### src/rtl/imaging_mode_pulse_tx.sv
// Imaging-mode-select pulse transmitter.
// A legal request holds wms low for a guard time, so the receiver restarts its
// count, then sends (mode+1) high/low pulses and a final low tail. A request
// for a mode above MAX_MODE is rejected with a one-cycle err pulse and no
// activity on wms. Every output comes straight from a flop. The flop values
// are computed from the next state, so wms is glitch-free and an illegal state
// code drives the line low.
module imaging_mode_pulse_tx #(
  parameter logic [25:0] GUARD_CYCLES = 26'd55_000_000,
  parameter logic [15:0] HIGH_CYCLES  = 16'd500,
  parameter logic [15:0] LOW_CYCLES   = 16'd500,
  parameter logic [3:0]  MAX_MODE     = 4'd8
) (
  input  logic       clk,
  input  logic       rst,
  input  logic [3:0] mode_req,
  input  logic       req_valid,
  output logic       req_ready,
  output logic       wms,
  output logic       busy,
  output logic       done,
  output logic       err
);

  // One-hot codes: a single flipped bit gives an illegal code, and the
  // default branch of the next-state logic catches it.
  typedef enum logic [4:0] {
    IDLE  = 5'b00001,
    GUARD = 5'b00010,
    HIGH  = 5'b00100,
    LOW   = 5'b01000,
    TAIL  = 5'b10000
  } state_t;

  // Terminal counts, widened to the 26-bit cycle counter.
  localparam logic [25:0] GUARD_LAST = GUARD_CYCLES - 26'd1;
  localparam logic [25:0] HIGH_LAST  = {10'd0, HIGH_CYCLES} - 26'd1;
  localparam logic [25:0] LOW_LAST   = {10'd0, LOW_CYCLES} - 26'd1;

  state_t      state_q, state_d;
  logic [25:0] cnt_q, cnt_d;
  logic [4:0]  pulses_left_q, pulses_left_d;
  logic        wms_q, wms_d;
  logic        busy_q, busy_d;
  logic        req_ready_q, req_ready_d;
  logic        done_q, done_d;
  logic        err_q, err_d;

  // Next-state, counter, pulse bookkeeping and next output values.
  always_comb begin
    state_d       = state_q;
    cnt_d         = cnt_q + 26'd1;
    pulses_left_d = pulses_left_q;
    done_d        = 1'b0;
    err_d         = 1'b0;

    case (state_q)
      IDLE: begin
        cnt_d = 26'd0;
        if (req_valid && req_ready_q) begin
          if (mode_req > MAX_MODE) begin
            err_d = 1'b1;
          end else begin
            pulses_left_d = {1'b0, mode_req} + 5'd1;
            state_d       = GUARD;
          end
        end else begin
          state_d = IDLE;
        end
      end

      GUARD: begin
        // ">=" rather than "==" keeps a corrupted count from running
        // around the whole 26-bit range.
        if (cnt_q >= GUARD_LAST) begin
          cnt_d   = 26'd0;
          state_d = HIGH;
        end else begin
          state_d = GUARD;
        end
      end

      HIGH: begin
        if (cnt_q >= HIGH_LAST) begin
          cnt_d = 26'd0;
          // A count of 1 or less means this was the last pulse. Zero can
          // only come from corruption; treat it the same way, so the
          // count never wraps.
          if (pulses_left_q <= 5'd1) begin
            pulses_left_d = 5'd0;
            state_d       = TAIL;
          end else begin
            pulses_left_d = pulses_left_q - 5'd1;
            state_d       = LOW;
          end
        end else begin
          state_d = HIGH;
        end
      end

      LOW: begin
        if (cnt_q >= LOW_LAST) begin
          cnt_d   = 26'd0;
          state_d = HIGH;
        end else begin
          state_d = LOW;
        end
      end

      TAIL: begin
        if (cnt_q >= LOW_LAST) begin
          cnt_d   = 26'd0;
          done_d  = 1'b1;
          state_d = IDLE;
        end else begin
          state_d = TAIL;
        end
      end

      default: begin
        // Illegal code: drop back to IDLE with the line low.
        state_d       = IDLE;
        cnt_d         = 26'd0;
        pulses_left_d = 5'd0;
      end
    endcase

    // The output flops take the values that belong to the next state.
    wms_d       = (state_d == HIGH);
    busy_d      = (state_d != IDLE);
    req_ready_d = (state_d == IDLE);
  end

  // State, counters and registered outputs, with asynchronous reset.
  always_ff @(posedge clk or posedge rst) begin
    if (rst) begin
      state_q       <= IDLE;
      cnt_q         <= 26'd0;
      pulses_left_q <= 5'd0;
      wms_q         <= 1'b0;
      busy_q        <= 1'b0;
      req_ready_q   <= 1'b1;
      done_q        <= 1'b0;
      err_q         <= 1'b0;
    end else begin
      state_q       <= state_d;
      cnt_q         <= cnt_d;
      pulses_left_q <= pulses_left_d;
      wms_q         <= wms_d;
      busy_q        <= busy_d;
      req_ready_q   <= req_ready_d;
      done_q        <= done_d;
      err_q         <= err_d;
    end
  end

  assign wms       = wms_q;
  assign busy      = busy_q;
  assign req_ready = req_ready_q;
  assign done      = done_q;
  assign err       = err_q;

endmodule

### config.mk
export PLATFORM = sky130hd
export DESIGN_NAME = imaging_mode_pulse_tx
export DESIGN_NICKNAME = d
export VERILOG_FILES = /design/src/rtl/imaging_mode_pulse_tx.sv
export SDC_FILE = /design/constraint.sdc
export NUM_CORES = 1
export LEC_CHECK = 0
export CAP_MARGIN = 30
export CORE_MARGIN = 4
export CORE_UTILIZATION = 45
export DETAILED_ROUTE_END_ITERATION = 8
export PLACE_DENSITY_LB_ADDON = 0.2
export SLEW_MARGIN = 25
export SYNTH_ARGS = -nofsm -noshare
export SYNTH_HDL_FRONTEND = slang
export SYNTH_SLANG_ARGS = --single-unit
### constraint.sdc
create_clock -name clk -period 3.8 [get_ports clk]
set_input_delay 0.76 -clock clk [delete_from_list [all_inputs] [get_ports clk]]
set_output_delay 0.76 -clock clk [all_outputs]
set_load 0.02 [all_outputs]
==> flow_summary.yaml <==
logic_synthesis:
  synth_area_mm2: 0.00229
  synth_top_area_share_pct: 42.5
  synthArstFlopShare_pct: 100
  synth_seq_area_share_pct: 44.8
  synth_flop_cell: "dfrtp_1"
  synth_seq_cells: 41
  synth_cell_type_count: 44
  ys_warn_count: 0
  yosysTopAreaCell: "dfrtp_1"
  synthTopCellsByArea: "dfrtp_1 43%, xnor2_1 7.6%, nor2_1 6.7%"
  syn_area_per_cell_um2: 9.29
  synthCells: 247
  synth_edf_count: 0
  synthesis.nets: 259
grt:
  grt_usage_pct: 15.9
  grt_max_degree: 42
  antenna_found_initial: 0
  grt_pass1_wl_um: 7910
  grt_overflow: 0
  grt_pass1_vias: 1719
setup_path:
  worst-setup-path-type: "register to register"
  startpoint_type: "register"
  cp-end-kind: "register"
  r2r_start: "cnt_q[21]"
  reg2reg_to: "cnt_q[8]"
  rrSetupSlack_ns: 0.76
  worst-path-max-fanout: 26
  reg2reg_depth: 5
  cp.required_ns: 3.93
  worstPathArrival_ns: 3.17
worst_hold_path:
  hold_depth: 1
  min_from: "cnt_q[0]"
  whs_endpoint: "cnt_q[0]"
  hp-class: "register to register"
cts:
  clk_pin_slew_worst_paths_ns: 0.08
  cts-root-buf: "clkbuf_8"
  cts_max_path_buffers: 2
  clock_latency_ns: 0.29
  cts_hold_buf: 0
  cts_tree: "done"
  htreeDepth: 2
  clkSinkCount: 41
  cts_setup_buffers: 0
  cts_resized: 0
  cts_made_buffers: 5
placement:
  place_area_mm2: 0.00246
  gp_congestion: 0.793
  dp_hpwl_um: 3170
  pre_cts_slack_ns: 0.762
  port_buffers: 11
cells_and_area:
  nNetsFinal: 273
  drive_above_1_share_pct: 6.87
  antennaDiodeCount: 0
  mostFrequentLayoutCells: "41 x nor2_1, 39 x dfrtp_1, 21 x nand2_1"
  final_common_cell: "nor2_1"
  fin_area_mm2: 0.00254
  area_growth_pct: 10.9
floorplan:
  coreArea_mm2: 0.00482
  die-area_mm2: 0.00631
  die_width_um: 79.4
  die_y_um: 79.4
  row_count: 25
  start_util_pct: 47.6
  io_pins: 12
power:
  switchingPower_uw: 359
  p_seq_share_pct: 47.8
  comb_power_share_pct: 27.1
  power.density_mw_per_mm2: 431
  p_clk_share_pct: 25.0
  ir_drop_v: 0.000212
  power.leakage_uw: 0.00102
  p_sw_share_pct: 32.8
  p_total_uw: 1100
  p_int_uw: 737
drt:
  wirelength_um: 4440
  antenna_left: 0
  route.detailed.drc: 0
  viasPerCell: 5.42
  wire_per_inst_um: 13.5
  firstDrtPassIters: 4
  vias: 1783
  drtIter0Drc: 121
sta:
  finalHoldViolCount: 0
  rsz0062_at_grt: "false"
  setup_ws_ns: 0.759
  setup_violations: 0
  setup_tns_ns: 0
  maxSlewHeadroom_pct: 36.5
  worstMarginPinSlew_ns: 0.951
  fin_skew_ns: 0.0156
  fin_crit_ns: 3.04
  period_share_pct: 80.0
  slew_viol_final: 0
  fmax_mhz: 329
outcome:
  status: "finished, final reports clean"
job:
  drv_cap: 0
critical path, stage by stage, from the launching register on:
cell and delay, ns:
dfrtp_1 0.42, or4_1 0.57, or4_4 0.47, or4_4 0.58, a32oi_4 0.71, nor2_1 0.12
synthesized netlist by cell type (all sizes together), types with 2 or more instances:
master   n
nor2    41
dfrtp   39
nand2   21
xnor2   20
nand3   14
inv     12
nor3    12
or3      8
and3     7
nor4     7
o21ai    6
ha       5
xor2     5
a21oi    4
clkbuf   3
nor2b    3
o41ai    3
or4      3
a311o    2
a31oi    2
a32oi    2
and4     2
buf      2
dfstp    2
mux2     2
nand4    2
nor3b    2
o311ai   2
o32a     2
worst max path at each step:
stage / start / to / slack (ns) / cells past startpoint
finish: cnt_q[21] / cnt_q[8] / 0.76 / 5
global route: cnt_q[21] / cnt_q[8] / 0.62 / 5
CTS: cnt_q[21] / cnt_q[8] / 0.73 / 5
detailed placement: cnt_q[21] / cnt_q[8] / 0.76 / 5
global placement: cnt_q[21] / cnt_q[7] / 0.81 / 5
floorplan: cnt_q[21] / cnt_q[25] / 1.17 / 6
cell families after synthesis:
logic type | synth area share, %
AOI/OAI and AO/OA | 10.7
xor gates and xnor gates | 9.54
adders and majority gates | 2.73
buffers and inverters | 3.43
DFF | 44.8
muxes | 1.42
and+or+nand+nor | 27.3
layout make-up:
cell class	count	area [µm²]
repair buffers	12	118
clock buffers	7	76.3
inverters	12	45.0
well taps	67	83.8
multi-input cells	189	1190
clock inverters	1	5.00
fillers	474	2270
flip-flops and latches	41	1030
metal layers:
layer	share of wire, %	global-route usage, %
met5	0	0
met1	52	22.9
met4	1.3	6.70
met3	1.7	2.37
met2	45	23.8
through the flow:
step / utilization, % / hold WS (ns) / instances
detailed placement: 51.1 / 0.496 / 321
CTS: 52.8 / 0.514 / 329
global placement: 51.1 / 0.483 / 321
finish: 52.8 / 0.506 / 329
global route: 52.8 / 0.550 / 329
floorplan: - / 0.460 / 247
flip-flops by register name (all words and copies together), names as in the netlist:
| register | flops |
|---|---|
| pulses_left_q | 5 |
| busy | 1 |
| req_ready | 1 |
| err | 1 |
| wms | 1 |
| state_q | 5 |
| done | 1 |
| cnt_q | 26 |
power groups by stage:
stage / Combinational (µW) / Sequential (µW) / Clock, µW
5_1_grt: 342 / 533 / 303
3_5_place_dp: 299 / 532 / 0
6_report: 297 / 525 / 275
3_3_place_gp: 294 / 531 / 0
2_1_floorplan: 208 / 538 / 0
4_1_cts: 300 / 524 / 285
Note: power is estimated with default switching activity, not from simulation.
